## src/rtl/cycle_count_uart_tx_pkg.sv

```systemverilog
// Shared types and helpers for the cycle-count UART reporter.
package cycle_count_pkg;

    typedef enum logic [2:0] {
        IDLE  = 3'd0,
        START = 3'd1,
        DATA  = 3'd2,
        STOP  = 3'd3,
        FIN   = 3'd4
    } state_e;

    localparam logic [7:0] CHAR_CR = 8'h0D;
    localparam logic [7:0] CHAR_LF = 8'h0A;

    // Uppercase ASCII hex digit for one nibble.
    function automatic logic [7:0] nibble_to_hex(input logic [3:0] nib);
        logic [7:0] ch;
        if (nib < 4'd10) begin
            ch = 8'h30 + {4'h0, nib};
        end else begin
            ch = 8'h37 + {4'h0, nib};
        end
        return ch;
    endfunction

endpackage

```

## src/rtl/cycle_count_uart_tx_if.sv

```systemverilog
// Processor-side and UART-side signals of the cycle-count reporter.
interface cycle_count_uart_tx_if #(
    parameter int COUNT_W = 32
) ();
    logic               busy;
    logic [COUNT_W-1:0] clkcount;
    logic               tx;
    logic               tx_active;
    logic               done;

    modport master (
        output busy,
        output clkcount,
        input  tx,
        input  tx_active,
        input  done
    );

    modport slave (
        input  busy,
        input  clkcount,
        output tx,
        output tx_active,
        output done
    );
endinterface

```

## src/rtl/cycle_count_uart_tx_byte.sv

```systemverilog
// 8N1 framing of a single byte; ready is high when a new byte can be
// accepted this cycle, including the last stop-bit cycle so characters
// chain without idle gaps.
module uart_tx_byte
    import cycle_count_pkg::*;
#(
    parameter int BAUD_DIV = 10
) (
    input  logic       clk,
    input  logic       rst,
    input  logic       start,
    input  logic [7:0] data,
    output logic       tx,
    output logic       ready
);
    localparam int TW = (BAUD_DIV > 1) ? $clog2(BAUD_DIV) : 1;

    state_e          state_r, state_s;
    logic [TW-1:0]   timer_r, timer_s;
    logic [2:0]      bit_r, bit_s;
    logic [7:0]      shift_r, shift_s;
    logic            tx_r, tx_s;
    logic            tc_s;

    assign tc_s  = (timer_r == TW'(BAUD_DIV - 1));
    assign ready = (state_r == IDLE) || ((state_r == STOP) && tc_s);
    assign tx    = tx_r;

    // Next-state and next-bit computation; the bit timer only moves the frame on at terminal count.
    always_comb begin
        state_s = state_r;
        timer_s = timer_r;
        bit_s   = bit_r;
        shift_s = shift_r;
        tx_s    = tx_r;
        case (state_r)
            IDLE: begin
                timer_s = '0;
                tx_s    = 1'b1;
            end
            START: begin
                if (tc_s) begin
                    state_s = DATA;
                    timer_s = '0;
                    bit_s   = 3'd0;
                    tx_s    = shift_r[0];
                    shift_s = {1'b0, shift_r[7:1]};
                end else begin
                    timer_s = timer_r + TW'(1);
                end
            end
            DATA: begin
                if (tc_s) begin
                    timer_s = '0;
                    if (bit_r == 3'd7) begin
                        state_s = STOP;
                        tx_s    = 1'b1;
                    end else begin
                        bit_s   = bit_r + 3'd1;
                        tx_s    = shift_r[0];
                        shift_s = {1'b0, shift_r[7:1]};
                    end
                end else begin
                    timer_s = timer_r + TW'(1);
                end
            end
            STOP: begin
                if (tc_s) begin
                    state_s = IDLE;
                    timer_s = '0;
                end else begin
                    timer_s = timer_r + TW'(1);
                end
            end
            default: begin
                state_s = IDLE;
                timer_s = '0;
                tx_s    = 1'b1;
            end
        endcase
        if (start && ready) begin
            state_s = START;
            timer_s = '0;
            bit_s   = 3'd0;
            shift_s = data;
            tx_s    = 1'b0;
        end else begin
            state_s = state_s;
        end
    end

    // Frame state register; reset parks the line high.
    always_ff @(posedge clk or negedge rst) begin
        if (!rst) begin
            state_r <= IDLE;
            timer_r <= '0;
            bit_r   <= 3'd0;
            shift_r <= 8'h00;
            tx_r    <= 1'b1;
        end else begin
            state_r <= state_s;
            timer_r <= timer_s;
            bit_r   <= bit_s;
            shift_r <= shift_s;
            tx_r    <= tx_s;
        end
    end
endmodule

```

## src/rtl/cycle_count_uart_tx.sv

```systemverilog
// Snapshots clkcount when busy falls and reports it as 8 hex digits + CR LF.
module cycle_count_uart_tx
    import cycle_count_pkg::*;
#(
    parameter int CLK_FREQ_HZ = 50_000_000,
    parameter int BAUD        = 115_200,
    parameter int COUNT_W     = 32
) (
    input  logic                  clk,
    input  logic                  rst,
    cycle_count_uart_tx_if.slave  bus
);
    localparam int BAUD_DIV = CLK_FREQ_HZ / BAUD;
    localparam int NDIG     = COUNT_W / 4;
    localparam int NCHARS   = NDIG + 2;
    localparam int IW       = $clog2(NCHARS);

    state_e             state_r, state_s;
    logic [IW-1:0]      idx_r, idx_s;
    logic [COUNT_W-1:0] snap_r, snap_s;
    logic               busy_q_r;
    logic               tx_active_r;
    logic               done_r;
    logic               fall_s;
    logic               byte_start_s;
    logic [7:0]         byte_data_s;
    logic               byte_ready_s;
    logic               byte_tx_s;

    // Character idx of the report: hex digits MSB first, then CR, then LF.
    function automatic logic [7:0] char_at(input logic [COUNT_W-1:0] v, input logic [IW-1:0] idx);
        logic [COUNT_W-1:0] sh;
        logic [7:0]         ch;
        sh = '0;
        if (idx < IW'(NDIG)) begin
            sh = v >> (COUNT_W - 4 - 4 * int'(idx));
            ch = nibble_to_hex(sh[3:0]);
        end else if (idx == IW'(NDIG)) begin
            ch = CHAR_CR;
        end else begin
            ch = CHAR_LF;
        end
        return ch;
    endfunction

    assign fall_s        = busy_q_r && !bus.busy;
    assign bus.tx        = byte_tx_s;
    assign bus.tx_active = tx_active_r;
    assign bus.done      = done_r;

    // Report sequencing: DATA means characters are in flight; a fall outside IDLE is dropped.
    always_comb begin
        state_s      = state_r;
        idx_s        = idx_r;
        snap_s       = snap_r;
        byte_start_s = 1'b0;
        byte_data_s  = 8'h00;
        case (state_r)
            IDLE: begin
                if (fall_s) begin
                    snap_s       = bus.clkcount;
                    idx_s        = '0;
                    byte_start_s = 1'b1;
                    byte_data_s  = char_at(bus.clkcount, '0);
                    state_s      = DATA;
                end else begin
                    state_s = IDLE;
                end
            end
            DATA: begin
                if (byte_ready_s) begin
                    if (idx_r == IW'(NCHARS - 1)) begin
                        state_s = FIN;
                    end else begin
                        idx_s        = idx_r + IW'(1);
                        byte_start_s = 1'b1;
                        byte_data_s  = char_at(snap_r, idx_r + IW'(1));
                    end
                end else begin
                    state_s = DATA;
                end
            end
            FIN: begin
                state_s = IDLE;
            end
            default: begin
                state_s = IDLE;
            end
        endcase
    end

    // Sequencer registers, edge detector, snapshot and registered status outputs.
    always_ff @(posedge clk or negedge rst) begin
        if (!rst) begin
            state_r     <= IDLE;
            idx_r       <= '0;
            snap_r      <= '0;
            busy_q_r    <= 1'b0;
            tx_active_r <= 1'b0;
            done_r      <= 1'b0;
        end else begin
            state_r     <= state_s;
            idx_r       <= idx_s;
            snap_r      <= snap_s;
            busy_q_r    <= bus.busy;
            tx_active_r <= (state_s == DATA);
            done_r      <= (state_s == FIN);
        end
    end

    uart_tx_byte #(
        .BAUD_DIV (BAUD_DIV)
    ) u_byte (
        .clk   (clk),
        .rst   (rst),
        .start (byte_start_s),
        .data  (byte_data_s),
        .tx    (byte_tx_s),
        .ready (byte_ready_s)
    );
endmodule

```

## src/flat_wrapper.sv

```systemverilog
// flat-port wrapper written by rule: the top's interface ports become plain ports
module cycle_count_uart_tx_flat import cycle_count_pkg::*;
#(
    parameter int CLK_FREQ_HZ = 50_000_000,
    parameter int BAUD        = 115_200,
    parameter int COUNT_W     = 32
)
  (clk, rst, bus_busy, bus_clkcount, bus_tx, bus_tx_active, bus_done);
  cycle_count_uart_tx_if #(.COUNT_W(COUNT_W)) bus_i ();
  input  logic clk;
  input  logic rst;
  input wire logic [$bits(bus_i.busy)-1:0] bus_busy;
  input wire logic [$bits(bus_i.clkcount)-1:0] bus_clkcount;
  output wire logic [$bits(bus_i.tx)-1:0] bus_tx;
  output wire logic [$bits(bus_i.tx_active)-1:0] bus_tx_active;
  output wire logic [$bits(bus_i.done)-1:0] bus_done;
  assign bus_i.busy = bus_busy;
  assign bus_i.clkcount = bus_clkcount;
  assign bus_tx = bus_i.tx;
  assign bus_tx_active = bus_i.tx_active;
  assign bus_done = bus_i.done;
  cycle_count_uart_tx #(.CLK_FREQ_HZ(CLK_FREQ_HZ), .BAUD(BAUD), .COUNT_W(COUNT_W)) u_core (.clk(clk), .rst(rst), .bus(bus_i));
endmodule
```

## config.mk

```make
export PLATFORM = sky130hd
export DESIGN_NAME = cycle_count_uart_tx_flat
export DESIGN_NICKNAME = d
export VERILOG_FILES = /design/src/rtl/cycle_count_uart_tx_pkg.sv /design/src/rtl/cycle_count_uart_tx_if.sv /design/src/rtl/cycle_count_uart_tx_byte.sv /design/src/rtl/cycle_count_uart_tx.sv /design/src/flat_wrapper.sv
export SDC_FILE = /design/constraint.sdc
export NUM_CORES = 1
export LEC_CHECK = 0
export CAP_MARGIN = 30
export CELL_PAD_IN_SITES_DETAIL_PLACEMENT = 1
export CELL_PAD_IN_SITES_GLOBAL_PLACEMENT = 1
export CORE_ASPECT_RATIO = 0.75
export CORE_MARGIN = 2
export CORE_UTILIZATION = 30
export CTS_CLUSTER_DIAMETER = 150
export CTS_CLUSTER_SIZE = 12
export DETAILED_ROUTE_END_ITERATION = 12
export PLACE_DENSITY = 0.61
export SYNTH_ARGS = -nofsm -noshare
export SYNTH_HDL_FRONTEND = slang
export SYNTH_SLANG_ARGS = --single-unit
```

## constraint.sdc

```tcl
create_clock -name clk -period 5.7 [get_ports clk]
set_input_delay 1.425 -clock clk [delete_from_list [all_inputs] [get_ports clk]]
set_output_delay 1.425 -clock clk [all_outputs]
set_load 0.05 [all_outputs]
```

# == Word-level counts from Yosys, hierarchy flattened ==
# Index checks and enable logic that the tools add are counted.
# totals
ff_bits,66
wordCells,101
# classes
n_addsub,8
magnitude_cmp,3
eq_ne,20
shifts,1
mux,43
reduce_logical,15
# ops
op,count
$mux W8,10
$mux W3,11
$pmux W8 S2,2
$shr A32 B32 Y4,1
$add A6 B4 Y7 const A,4
$mux W9,3
$eq A3 B2 Y1 const B,4
$lt A4 B4 Y1 const B,3
$mux W4,3
$ne A3 B3 Y1 const B,4
$pmux W3 S2,2
$pmux W3 S4,1
$add A9 B1 Y9 const B,1
$eq A9 B9 Y1 const B,1
$eq A4 B4 Y1 const B,2
$pmux W4 S2,1
$reduce_and A4 Y1,2
$mux W1,7
$sub A5 B6 Y7 const A,1
$eq A3 B3 Y1 const B,2
$logic_not A3 Y1,2
$ne A2 B1 Y1 const B,3
$reduce_and A5 Y1,1
$add A4 B1 Y4 const B,1
15 further kinds,18

# == Logic depth before layout (Yosys ltp) ==
# depth
ltp_word,10
depth_mapped,11
ltp_nobuf,9

# == Cells and area by module ==
# From an unflattened synthesis, not the netlist that was laid out.
# hier_totals
cells_unflattened,316
area_unflattened_um2,3532.1
# by_module_without_submodules
mod,n_inst,cells_per_inst,area_each_um2,seq_area_each_um2
cycle_count_uart_tx,1,184,2192.1,1051.0
uart_tx_byte,1,132,1340.0,576.8

# == Least setup slack after synthesis ==
# Ideal clock, no wire load.
# synth_path
path_kind,in2reg
startpoint,in bus_busy
endpoint,reg u_core.u_byte.shift_r[1]
t_arrival_ns,2.485
required_time_ns,5.569
setup_slack_ns,3.084
path_stages,7
path_cell_list,nor2_1 > nand3_1 > a21oi_1 > clkbuf_1 > nor2_1 > a31oi_1 > o21ai_1
# synth_between
elab_chain_cells,7
elab_cells_between_ends,13
classes_between,eq/ne: 3; mux: 5; reduce/logical: 5
# synth_lines
item,line,text
"start, declared",flat_wrapper.sv:12,input wire logic [$bits(bus_i.busy)-1:0] bus_busy;
$logic_not A1 Y1 (*),cycle_count_uart_tx.sv:46,assign fall_s = busy_q_r && !bus.busy;
$logic_and A1 B1 Y1 (*),cycle_count_uart_tx.sv:46,
$mux W1,cycle_count_uart_tx.sv:60,if (fall_s) begin
$pmux W1 S2,cycle_count_uart_tx.sv:58,case (state_r)
$logic_and A1 B1 Y1,cycle_count_uart_tx_byte.sv:81,if (start && ready) begin
$ne A3 B3 Y1 (no source line) or $reduce_bool A3 Y1 (tied branches),n/a,
$reduce_and A4 Y1 (no source line),n/a,
"end signal, assigned",cycle_count_uart_tx_byte.sv:104,shift_r <= shift_s;
"end, declared",cycle_count_uart_tx_byte.sv:21,"logic [7:0] shift_r, shift_s;"
# Mark *: on every way between the ends. The rest lies on a longest branch, timed or not.
# A chain may end at the register's enable or synchronous reset.

# == Final worst setup path ==
# layout_path
startpoint,reg u_core.idx_r[0]
endpoint,reg u_core.u_byte.shift_r[4]
# layout_between
elab_chain_cells,10
elab_cells_between_ends,23
classes_between,add/sub: 4; order compare: 2; eq/ne: 4; shift: 1; mux: 9; reduce/logical: 3
# layout_lines
item,line,text
"start, declared",cycle_count_uart_tx.sv:19,"logic [IW-1:0] idx_r, idx_s;"
"start signal, assigned",cycle_count_uart_tx.sv:103,idx_r <= idx_s;
$add A4 B1 Y4,cycle_count_uart_tx.sv:77,"byte_data_s = char_at(snap_r, idx_r + IW'(1));"
$sub A5 B6 Y7,cycle_count_uart_tx.sv:36,sh = v >> (COUNT_W - 4 - 4 * int'(idx));
$shr A32 B32 Y4,cycle_count_uart_tx.sv:36,
$add A6 B4 Y7 (tied with other cells),cycle_count_uart_tx_pkg.sv:21,"ch = 8'h37 + {4'h0, nib};"
$mux W8,cycle_count_uart_tx_pkg.sv:18,if (nib < 4'd10) begin
$mux W8,cycle_count_uart_tx.sv:35,if (idx < IW'(NDIG)) begin
$mux W8,cycle_count_uart_tx.sv:72,if (idx_r == IW'(NCHARS - 1)) begin
$mux W8,cycle_count_uart_tx.sv:71,if (byte_ready_s) begin
$pmux W8 S2,cycle_count_uart_tx.sv:58,
$mux W8,cycle_count_uart_tx_byte.sv:81,
# Several ways; a longest one is shown, not always the timed one.

==> flow_summary_export.csv <==
group,metric,value,unit
outcome,run_status,"finished clean",
cells_and_area,num-nets-final,454,
sta,fin_worst_hold_slack,0.475,ns
sta,report.final.setup_viol,0,
worst_setup_path,critPathTopFamily,"adder cells",
cells_and_area,drive_gt1_frac,0.0752,
sta,finalMaxSlewViolations,0,
synthesis,yosys.area.top_type,"dfrtp_1",
synthesis,synth_enable_flop_cells,0,
worst_setup_path,path_max_fanout,15,
floorplan,total_die_area,0.0121,mm²
place,dp_slack,2.43,ns
cts,post_cts_buffers,0,
sta,fin_ws,2.55,ns
routing,first_drt_iteration_drcs,110,
worst_setup_path,worst_path_most_repeated_cell,"ha_1",
cts,clock_tree.buffer_depth,2,
sta,setup_total_negative_slack,0,ns
global_route,grt_first_pass_wirelength,14100,µm
synthesis,synth_largest_type_area_fraction,0.469,
power,max-vdd-ir-drop,0.133,mV
global_route,total_routing_resource_utilization_after_global_routing,0.149,
place,hpwl,5620,µm
floorplan,core-area,0.0109,mm²
synthesis,async_flop_share,1.00,
sta,final.min_clock_period,3.15,ns
floorplan,top_level_ports,38,
sta,grt_setup_unrepaired,"false",
worst_setup_path,crit_arrival,3.40,ns
place,routabilityCongestion,0.751,
cts,postCtsHoldBufs,0,
routing,met2_length,3250,µm
cts,cts_sinks,64,
routing,detail-route-antenna-nets,0,
synthesis,flip_flop_and_latch_count_after_synthesis,64,
synthesis,synth.avg_cell_area,9.02,µm²
routing,first_pass_iters,4,
sta,final-hold-violation-count,0,
routing,detail_route.drc_violations,0,
floorplan,die_w,126,µm
min_path,critical_hold_path_startpoint,"u_core.snap_r[26]",
routing,maxUsedRoutingLayer,"met4",
worst_setup_path,critical_path_required,5.96,ns
synthesis,syn-num-nets,420,
worst_setup_path,critical-path-max-stage-delay,0.89,ns
global_route,antenna_found_initial,0,
sta,max_freq,318,MHz
synthesis,ys_dominant_reg_cell,"dfrtp_1",
cts,worst_setup_hold_path_clk_slew,0.06,ns
floorplan,floorplan.initialDensity,0.307,
routing,via_density,4.81,
cts,tritoncts,"done",
synthesis,synth-seq-area-share,0.477,
synthesis,netlist_instances,373,
worst_setup_path,worstSetupStartpointType,"register",
worst_setup_path,worst_setup_sp,"u_core.idx_r[0]",
worst_setup_path,worst_setup_path_end_kind,"register",
sta,worst_clk_skew,0.00780,ns
cells_and_area,flow.area_growth_from_synthesis,22.8,%
global_route,grt_start_max_net_pins,65,
floorplan,placementRows,33,
routing,wl_met3,299,µm
worst_setup_path,r2r-start,"u_core.idx_r[0]",
floorplan,y_dimension_of_the_die,95.7,µm
cts,cts_inserted_buffers,9,
min_path,worst_hold_check_path_type,"reg -> reg",
cts,ctsHtreeMaxLevel,3,
synthesis,synth_area_leaders,"dfrtp_1 47%, nand2_1 12%, mux2i_1 5.1%",
routing,via_count,2655,
cells_and_area,layout.core_utilization,0.378,
cts,cts_repair_resize_count,0,
worst_setup_path,cp_cell_sequence,"ha_1 > mux4_2 > mux2_2 > nand2_1 > ha_1 > o21ai_0 > a211o_1 > a31oi_1",
cts,cts_root_buffer,"clkbuf_16",
routing,wl_met1,4310,µm
job,maxCapViolCount,0,
synthesis,post-synth-top-count-cell,"nand2_1",
routing,avgRoutedWirePerCell,14.4,µm
global_route,grt_overflow,0,
cells_and_area,diodes,0,
sta,finalCritPeriodShare,0.552,
worst_setup_path,cp.buffers_inverters,0,
worst_setup_path,critical_path.slowest_cell,"ha_1",
cts,clock_latency,0.34,ns
sta,worstMarginPinSlew,0.846,ns
power,powerDensity,341,mW/mm²
synthesis,yosys.cell_types.count,48,
synthesis,mappedNetlistArea,0.00336,mm²
sta,max_slew_headroom,0.436,
worst_setup_path,path_class,"reg -> reg",
power,pleak,1.96,nW
routing,detailed_route_wire_length,7950,µm
place,io_buffers,37,
synthesis,yosys_warnings,0,
synthesis,ys_top_cells_by_count,"109 x nand2_1, 63 x dfrtp_1, 28 x nor2_1",
global_route,first_global_vias,2806,
==> layout by cell type (no fill, tap or decap), drive strengths merged, types with 5 or more instances in the layout <==
master	Yosys	layout
a22oi	6	6
nand3	17	17
inv	9	10
a21oi	18	18
mux2	5	5
xor2	5	5
nand2	109	109
nor2	28	28
mux2i	17	17
clkdlybuf4s50	0	36
clkbuf	15	12
dfrtp	63	63
xnor2	6	6
ha	12	12
buf	3	5
o21ai	17	17
==> where the power goes <==
part	switching, mW	internal [mW]	leakage (nW)
combinational	0.168	0.129	1.04
sequential	0.0589	0.543	0.790
clock	0.206	0.307	0.129
total	0.432	0.978	1.96
==> registers in the layout (all words and copies together) (netlist names) <==
register,count
u_core.snap_r,32
u_core.u_byte.timer_r,9
u_core.u_byte.shift_r,7
u_core.idx_r,4
u_core.state_r,3
u_core.u_byte.bit_r,3
u_core.u_byte.state_r,2
u_core.bus.done,1
u_core.bus.tx_active,1
u_core.busy_q_r,1
u_core.u_byte.tx,1
==> per-stage QoR <==
| stage | power (mW) | std cells | cell area (µm²) |
|---|---|---|---|
| 2_1_floorplan | 0.792 | 373 | 3360 |
| 3_3_place_gp | 0.901 | 536 | 3860 |
| 3_5_place_dp | 0.907 | 536 | 3860 |
| 4_1_cts | 1.43 | 552 | 4130 |
| 5_1_grt | 1.51 | 552 | 4130 |
| 6_report | 1.41 | 552 | 4130 |
==> per-layer routing <==
metal	vias up	global-route usage
li1	1325	-
met1	1285	0.216
met2	37	0.211
met3	8	0.0467
met4	0	0.0440
met5	-	0
==> worst paths after layout <==
| path | slack (ns) | cells past startpoint | endpoint |
|---|---|---|---|
| worst max-delay path | 2.55 | 8 | u_core.u_byte.shift_r[4] |
| worst min-delay path | 0.48 | 2 | u_core.snap_r[26] |
| worst max register to register | 2.55 | 8 | u_core.u_byte.shift_r[4] |
| worst min register to register | 0.48 | 2 | u_core.snap_r[26] |
| max in group asynchronous | 3.85 | 2 | u_core.u_byte.shift_r[2] |
| min in group asynchronous | 1.27 | 2 | u_core.snap_r[18] |
==> worst min-delay path, delay by kind of cell (launching register included) <==
kind,cells,cell delay [ns]
flops,1,0.34
simple gates,2,0.11
==> logic make-up after synthesis <==
group | count (synthesis) | share of synthesized area
flip-flops | 64 | 0.477
AND/OR/NAND/NOR | 175 | 0.222
multiplexers | 24 | 0.0830
buffers and inverters | 27 | 0.0331
other | 1 | 0.00112
adder cells (fa/ha/maj) | 12 | 0.0446
AO/OA/AOI/OAI | 59 | 0.107
XOR/XNOR | 11 | 0.0331
==> area by class of cell <==
class                           count  area, µm²
Clock buffer                       12        246
Tap cell                          140        175
Multi-Input combinational cell    282       1650
Inverter                            9       33.8
Clock inverter                      4       28.8
Timing Repair Buffer               41        395
Fill cell                        1244       6810
Sequential cell                    64       1600
Power figures use the tool's default switching activity.
